## config.mk

```make
export PLATFORM = sky130hd
export DESIGN_NAME = hazard_scoreboard
export DESIGN_NICKNAME = d
export VERILOG_FILES = /design/src/rtl/hazard_scoreboard.sv
export SDC_FILE = /design/constraint.sdc
export NUM_CORES = 1
export LEC_CHECK = 0
export CAP_MARGIN = 10
export CORE_MARGIN = 5
export CORE_UTILIZATION = 40
export CTS_CLUSTER_SIZE = 20
export DETAILED_ROUTE_END_ITERATION = 7
export PLACE_DENSITY_LB_ADDON = 0.2
export SLEW_MARGIN = 25
export SYNTH_ARGS = -nofsm -noshare
export SYNTH_HDL_FRONTEND = slang
export SYNTH_SLANG_ARGS = --single-unit
```

## constraint.sdc

```tcl
create_clock -name clk -period 7.2 [get_ports clk]
set_clock_uncertainty 0.2 [all_clocks]
set_input_delay 2.16 -clock clk [delete_from_list [all_inputs] [get_ports clk]]
set_output_delay 2.16 -clock clk [all_outputs]
set_load 0.1 [all_outputs]
```

## src/rtl/hazard_scoreboard.sv

```systemverilog
// hazard_scoreboard: per-register countdown scoreboard that stalls decode on pending writes
// Ports: clk/rst_n (async active-low); id_valid, rs/rt source fields, rd/rd_write/rd_lat
// destination fields, flush in; stall, issue, busy_vec (counter!=0), stall_count out.
module hazard_scoreboard #(
    parameter int NUM_REGS    = 8,
    parameter int REG_W       = 3,
    parameter int LAT_W       = 2,
    parameter int MAX_LAT     = 3,
    parameter int FWD_SLACK   = 0,
    parameter int ZERO_REG_HW = 0,
    parameter int CNT_W       = 16
) (
    input  logic                clk,
    input  logic                rst_n,
    input  logic                id_valid,
    input  logic [REG_W-1:0]    rs_addr,
    input  logic                rs_used,
    input  logic [REG_W-1:0]    rt_addr,
    input  logic                rt_used,
    input  logic [REG_W-1:0]    rd_addr,
    input  logic                rd_write,
    input  logic [LAT_W-1:0]    rd_lat,
    input  logic                flush,
    output logic                stall,
    output logic                issue,
    output logic [NUM_REGS-1:0] busy_vec,
    output logic [CNT_W-1:0]    stall_count
);
    logic [LAT_W-1:0] cnt [NUM_REGS];
    logic             haz_s, haz_t, track;
    logic [LAT_W-1:0] lat_c;
    // Hazards use the counters as they stand before this edge's update.
    always_comb begin
        haz_s = rs_used && (int'(cnt[rs_addr]) > FWD_SLACK);
        haz_t = rt_used && (int'(cnt[rt_addr]) > FWD_SLACK);
        stall = id_valid && !flush && (haz_s || haz_t);
        issue = id_valid && !flush && !stall;
        lat_c = (int'(rd_lat) > MAX_LAT) ? LAT_W'(MAX_LAT) : rd_lat;
        track = issue && rd_write && !(ZERO_REG_HW != 0 && rd_addr == '0);
        for (int r = 0; r < NUM_REGS; r++) busy_vec[r] = (cnt[r] != '0);
    end
    always_ff @(posedge clk or negedge rst_n) begin
        if (!rst_n) begin
            for (int r = 0; r < NUM_REGS; r++) cnt[r] <= '0;
            stall_count <= '0;
        end else begin
            for (int r = 0; r < NUM_REGS; r++)
                cnt[r] <= flush ? '0 :
                          (track && rd_addr == REG_W'(r)) ? lat_c :
                          (cnt[r] != '0) ? cnt[r] - 1'b1 : cnt[r];
            if (stall && !(&stall_count)) stall_count <= stall_count + 1'b1;
        end
    end
endmodule

```

==> flow_summary.toml, run 1 <==
[yosys]
yosys_warnings = 0
synth_area_leaders = "dfrtp_1, ha_1, xor2_1, inv_1, xnor2_1"
synth_edf_count = 0
async_reset_ff_share_pct = 100.0
synthCells = 236
synth-seq-cells = 32
synth_ff_type = "dfrtp_1"
synth_top_area_share_pct = 37.25
syn_avg_cell_area_um2 = 9.108
syn_nets = 263
yosysTopAreaCell = "dfrtp_1"
synth_seq_area_share_pct = 37.25
syn-cell-area_um2 = 2150
synthDistinctLibCells = 40

[grt]
gr-total-overflow = 0
grt_usage_pct = 16.18
grt_pass1_vias = 1887
grt_pass1_wl_um = 9246
antenna_found_initial = 0
grt_max_degree = 33

[flow_run]
drv_cap = 0

[cts]
htree_levels = 2
insertion_delay_ns = 0.28
cts_buffers = 5
hold_buffers = 0
clk_pin_slew_worst_paths_ns = 0.07
cts.sinks = 32
post_cts_buffers = 0
cts_resized = 0
root_buffer = "clkbuf_8"
clockBufferDepth = 2
cts_tree = "yes"

[timing]
setup_ws_ns = 0.5812
tns_ns = 0
rsz0062_at_grt = "no"
finalMaxSlewViolations = 0
final.period_utilization_pct = 91.93
fin_crit_ns = 6.619
max_slew.worst_pin.slew_ns = 0.9773
slew_headroom_pct = 34.64
finalHoldViolCount = 0
max_freq_mhz = 151.1
finalSetupViolCount = 0

[critical_path]
required_ns = 4.84
arrival_ns = 4.26
worst_setup_path_start_kind = "primary input"
endpoint_kind = "output port"
worst-path-max-fanout = 7
crit_type = "primary input to output port"

[drt]
drt-initial-drc-count = 108
antenna_left = 0
detail_route.wl_per_cell_um = 15.07
wirelength_um = 5349
drt_pass1_iterations = 4
route.detailed.drc = 0
route.vias.total = 1877
vias_per_cell = 5.287

[floorplan]
coreArea_um2 = 5172
die_x_um = 83.31
die_h_um = 83.31
initial_core_util_pct = 41.56
num_rows = 26
ioPinCount = 44
dieArea_um2 = 6940

[final_layout]
drive_above_1_share_pct = 10.18
stdcell_count = 355
area_growth_pct = 27.76
finalCoreUtilization_pct = 53.10
final_cell_mix = "clkdlybuf4s50_1, dfrtp_1, inv_1, nor2_1, nand2_1"
multiInputGateArea_um2 = 1217
num_antenna_cells = 0
final_nets = 311
fillers = 504
seqCellArea_um2 = 800.8
final_common_cell = "clkdlybuf4s50_1"

[place]
dpl.hpwl_um = 3951
place_inst = 347
io_buffers = 43
gp_congestion = 0.8673
dp_slack_ns = 0.6196

[run_status]
outcome = "complete, no violations"

[power]
total_leakage_power_uw = 0.001177
p_total_uw = 1145
power.density_nw_per_um2 = 416.9
irDropWorstVdd_mv = 0.2371

[hold_path]
hold_path_class = "register to register"
[cell families (layout without fill, tap and decap cells)]
kind of cell / Yosys count / in the layout / synth area share, %
flops: 32 / 32 / 37.25
fa+ha+maj: 9 / 9 / 5.239
buf+inv: 31 / 80 / 6.111
mux: 9 / 9 / 4.598
compound gates: 25 / 25 / 7.916
xor+xnor: 23 / 23 / 9.371
simple gates: 107 / 107 / 29.51
[critical path, stage by stage]
cell and delay (ns):
clkdlybuf4s50_1 0.51, nor4b_1 0.44, nor4b_2 0.11, a22oi_2 0.34
nand2_1 0.26, nor2_1 0.24, buf_12 0.21
[through the flow]
step                      hold slack, ns  instance area (µm²)
after floorplan                   0.3879                 2150
after global placement            0.3008                 2656
after detailed placement          0.3002                 2656
after CTS                         0.3097                 2746
after global routing              0.3166                 2746
final                             0.2979                 2746
[synth_stat cells (6+ instances only)]
cell,instances
dfrtp_1,32
inv_1,27
nor2_1,23
nand2_1,17
nand3_1,16
xor2_1,12
xnor2_1,11
o21ai_0,10
ha_1,9
nor3_1,9
a21oi_1,8
nand4_1,8
nor4_1,6
[state kept, by name, indices dropped and copies added (netlist names)]
| name | count |
|---|---|
| cnt | 16 |
| stall_count | 16 |
[power by group]
part | switching (µW) | internal (µW)
Clock | 68.1 | 78.0
Combinational | 492 | 221
Sequential | 58.0 | 228
[routing by layer]
metal	up-vias	routed length, µm	global-route usage [%]
met4	0	141	6.538
met2	55	2538	26.90
li1	921	-	-
met5	-	0	0
met1	888	2418	20.24
met3	13	251	3.564
[cell type report]
class | instances | share of cell area, %
Clock buffer | 8 | 3.280
Inverter | 28 | 3.827
Multi-Input combinational cell | 173 | 44.33
Sequential cell | 32 | 29.16
Tap cell | 70 | 3.189
Timing Repair Buffer | 44 | 16.22
[path summary, 6_finish.rpt]
path                                 start              end  slack (ns)  depth (start not counted)
min reg2reg                stall_count[15]  stall_count[15]        0.30                          1
max                             rs_addr[1]            issue        0.58                          7
max reg2reg                         cnt[4]          cnt[13]        4.67                          5
min in group asynchronous            rst_n           cnt[7]        2.09                          2
min                        stall_count[15]  stall_count[15]        0.30                          1
max in group asynchronous            rst_n   stall_count[4]        4.39                          2
Note: power is estimated with default switching activity, not from simulation.
==> inputs of run 2 (changes only) <==
--- a/config.mk
+++ b/config.mk
@@ -11,6 +11,7 @@
 export CTS_CLUSTER_SIZE = 20
 export DETAILED_ROUTE_END_ITERATION = 7
 export PLACE_DENSITY_LB_ADDON = 0.2
+export SKIP_CTS_REPAIR_TIMING = 1
 export SLEW_MARGIN = 25
 export SYNTH_ARGS = -nofsm -noshare
 export SYNTH_HDL_FRONTEND = slang
==> results of run 2 <==
No change in the layout: final DEF, timing and power equal those of run 1.
==> inputs of run 3 (changes only) <==
--- a/config.mk
+++ b/config.mk
@@ -11,6 +11,7 @@
 export CTS_CLUSTER_SIZE = 20
 export DETAILED_ROUTE_END_ITERATION = 7
 export PLACE_DENSITY_LB_ADDON = 0.2
+export RECOVER_POWER = 100
 export SKIP_CTS_REPAIR_TIMING = 1
 export SLEW_MARGIN = 25
 export SYNTH_ARGS = -nofsm -noshare
==> flow_summary.toml, run 3 (synthesis gave the netlist of run 1 again) <==
[critical_path]
r2r-start = "cnt[13]"
worst-path-max-fanout = 7
r2r_cells = 6
worst_setup_path_start_kind = "primary input"
rrSetupSlack_ns = 4.42
endpoint_kind = "output port"
crit_chain = "clkdlybuf4s50_1 -> nor4b_1 -> nor4b_2 -> a22oi_1 -> nand2_1 -> nor2_1 -> buf_12"
reg2reg_to = "cnt[11]"
required_ns = 4.84
path_buf_inv = 2
cp_slowest_cell = "clkdlybuf4s50_1"
cp_top_family = "simple AND/OR/NAND/NOR gates"
cp_slowest_stage_delay_ns = 0.50
crit_start = "rs_addr[1]"
arrival_ns = 4.44
crit_type = "primary input to output port"

[grt]
grt_pass1_wl_um = 9246
grt_usage_pct = 16.18
grt_pass1_vias = 1887
antenna_found_initial = 0
gr-total-overflow = 0
grt_max_degree = 33

[timing]
max_freq_mhz = 147.1
tns_ns = 0
finalSetupViolCount = 0
finalMaxSlewViolations = 33
slew_headroom_pct = -19.63
final.period_utilization_pct = 94.40
setup_ws_ns = 0.4034
rsz0062_at_grt = "no"
max_slew.worst_pin.slew_ns = 1.794
finalHoldViolCount = 0
fin_crit_ns = 6.797

[place]
dpl_cell_area_um2 = 2656
dpl.hpwl_um = 3951
dp_slack_ns = 0.6196
place_inst = 347
io_buffers = 43
gp_congestion = 0.8673

[floorplan]
initial_core_util_pct = 41.56
die_x_um = 83.31
coreArea_um2 = 5172
num_rows = 26
die_h_um = 83.31
dieArea_um2 = 6940
ioPinCount = 44

[power]
seqPwrFrac_pct = 25.4
comb_power_share_pct = 61.7
power_switching_uw = 612.5
p_int_uw = 510.5
total_leakage_power_uw = 0.001222
clkPwrFrac_pct = 12.9
irDropWorstVdd_mv = 0.2315
power.density_nw_per_um2 = 414.6
switching_share_pct = 54.54

[run_status]
violations = "max-capacitance violations, max-slew violations"
outcome = "complete, but fails checks"

[drt]
drt-initial-drc-count = 79
route.detailed.drc = 0
wirelength_um = 5297
drt_pass1_iterations = 4
vias_per_cell = 5.273
route.vias.total = 1872
detail_route.wl_per_cell_um = 14.92
antenna_left = 0

[hold_path]
hold_end = "stall_count[15]"
timing.hold.worst_path_depth = 1
holdCritStartpoint = "stall_count[15]"
hold_path_class = "register to register"

[final_layout]
stdcell_count = 355
design_area_um2 = 2709
finalCoreUtilization_pct = 52.37
drive_above_1_share_pct = 7.719
final_common_cell = "dfrtp_1"
biggestRegsByFlops = "cnt: 16 flops, stall_count: 16 flops"
final_cell_mix = "dfrtp_1, inv_1, dlygate4sd3_1, nor2_1, nand2_1"
num_antenna_cells = 0
area_growth_pct = 26.02
final_nets = 311

[cts]
insertion_delay_ns = 0.28
root_buffer = "clkbuf_8"
htree_levels = 2
cts.sinks = 32
clk_pin_slew_worst_paths_ns = 0.07
cts_buffers = 5
cts_tree = "yes"
clockBufferDepth = 2

[flow_run]
drv_cap = 1
[run 3: how the worst max path moves through the flow]
stage,endpoint,slack [ns],cells after the start
floorplan,stall,0.43,7
global placement,issue,0.70,6
detailed placement,issue,0.62,7
CTS,issue,0.60,7
global route,issue,0.24,7
finish,issue,0.40,7
[run 3: metal layers]
metal	GRT usage, %	wire length (µm)	vias up
met5	0	0	-
met4	6.538	140	0
met3	3.564	246	13
met2	26.90	2512	57
met1	20.24	2397	884
li1	-	-	918
[run 3: power groups by stage]
stage	clock network, µW	logic [µW]	registers (µW)
floorplan	0	492	361
CTS	149	720	287
finish	145	693	285
global placement	0	707	290
detailed placement	0	717	290
global route	156	747	295
[run 3: metrics by stage]
stage          total power [µW]  hold slack [ns]
2_1_floorplan             852.2           0.3879
3_3_place_gp              996.5           0.3008
3_5_place_dp               1007           0.3002
4_1_cts                    1156           0.3097
5_1_grt                    1198           0.3124
6_report                   1123           0.2925
[run 3: layout make-up]
cell class,count,area (µm²)
Sequential cell,32,800.8
Multi-Input combinational cell,173,1184
Tap cell,70,87.58
Clock buffer,8,90.09
Timing Repair Buffer,44,441.7
Inverter,28,105.1
Fill cell,510,2464
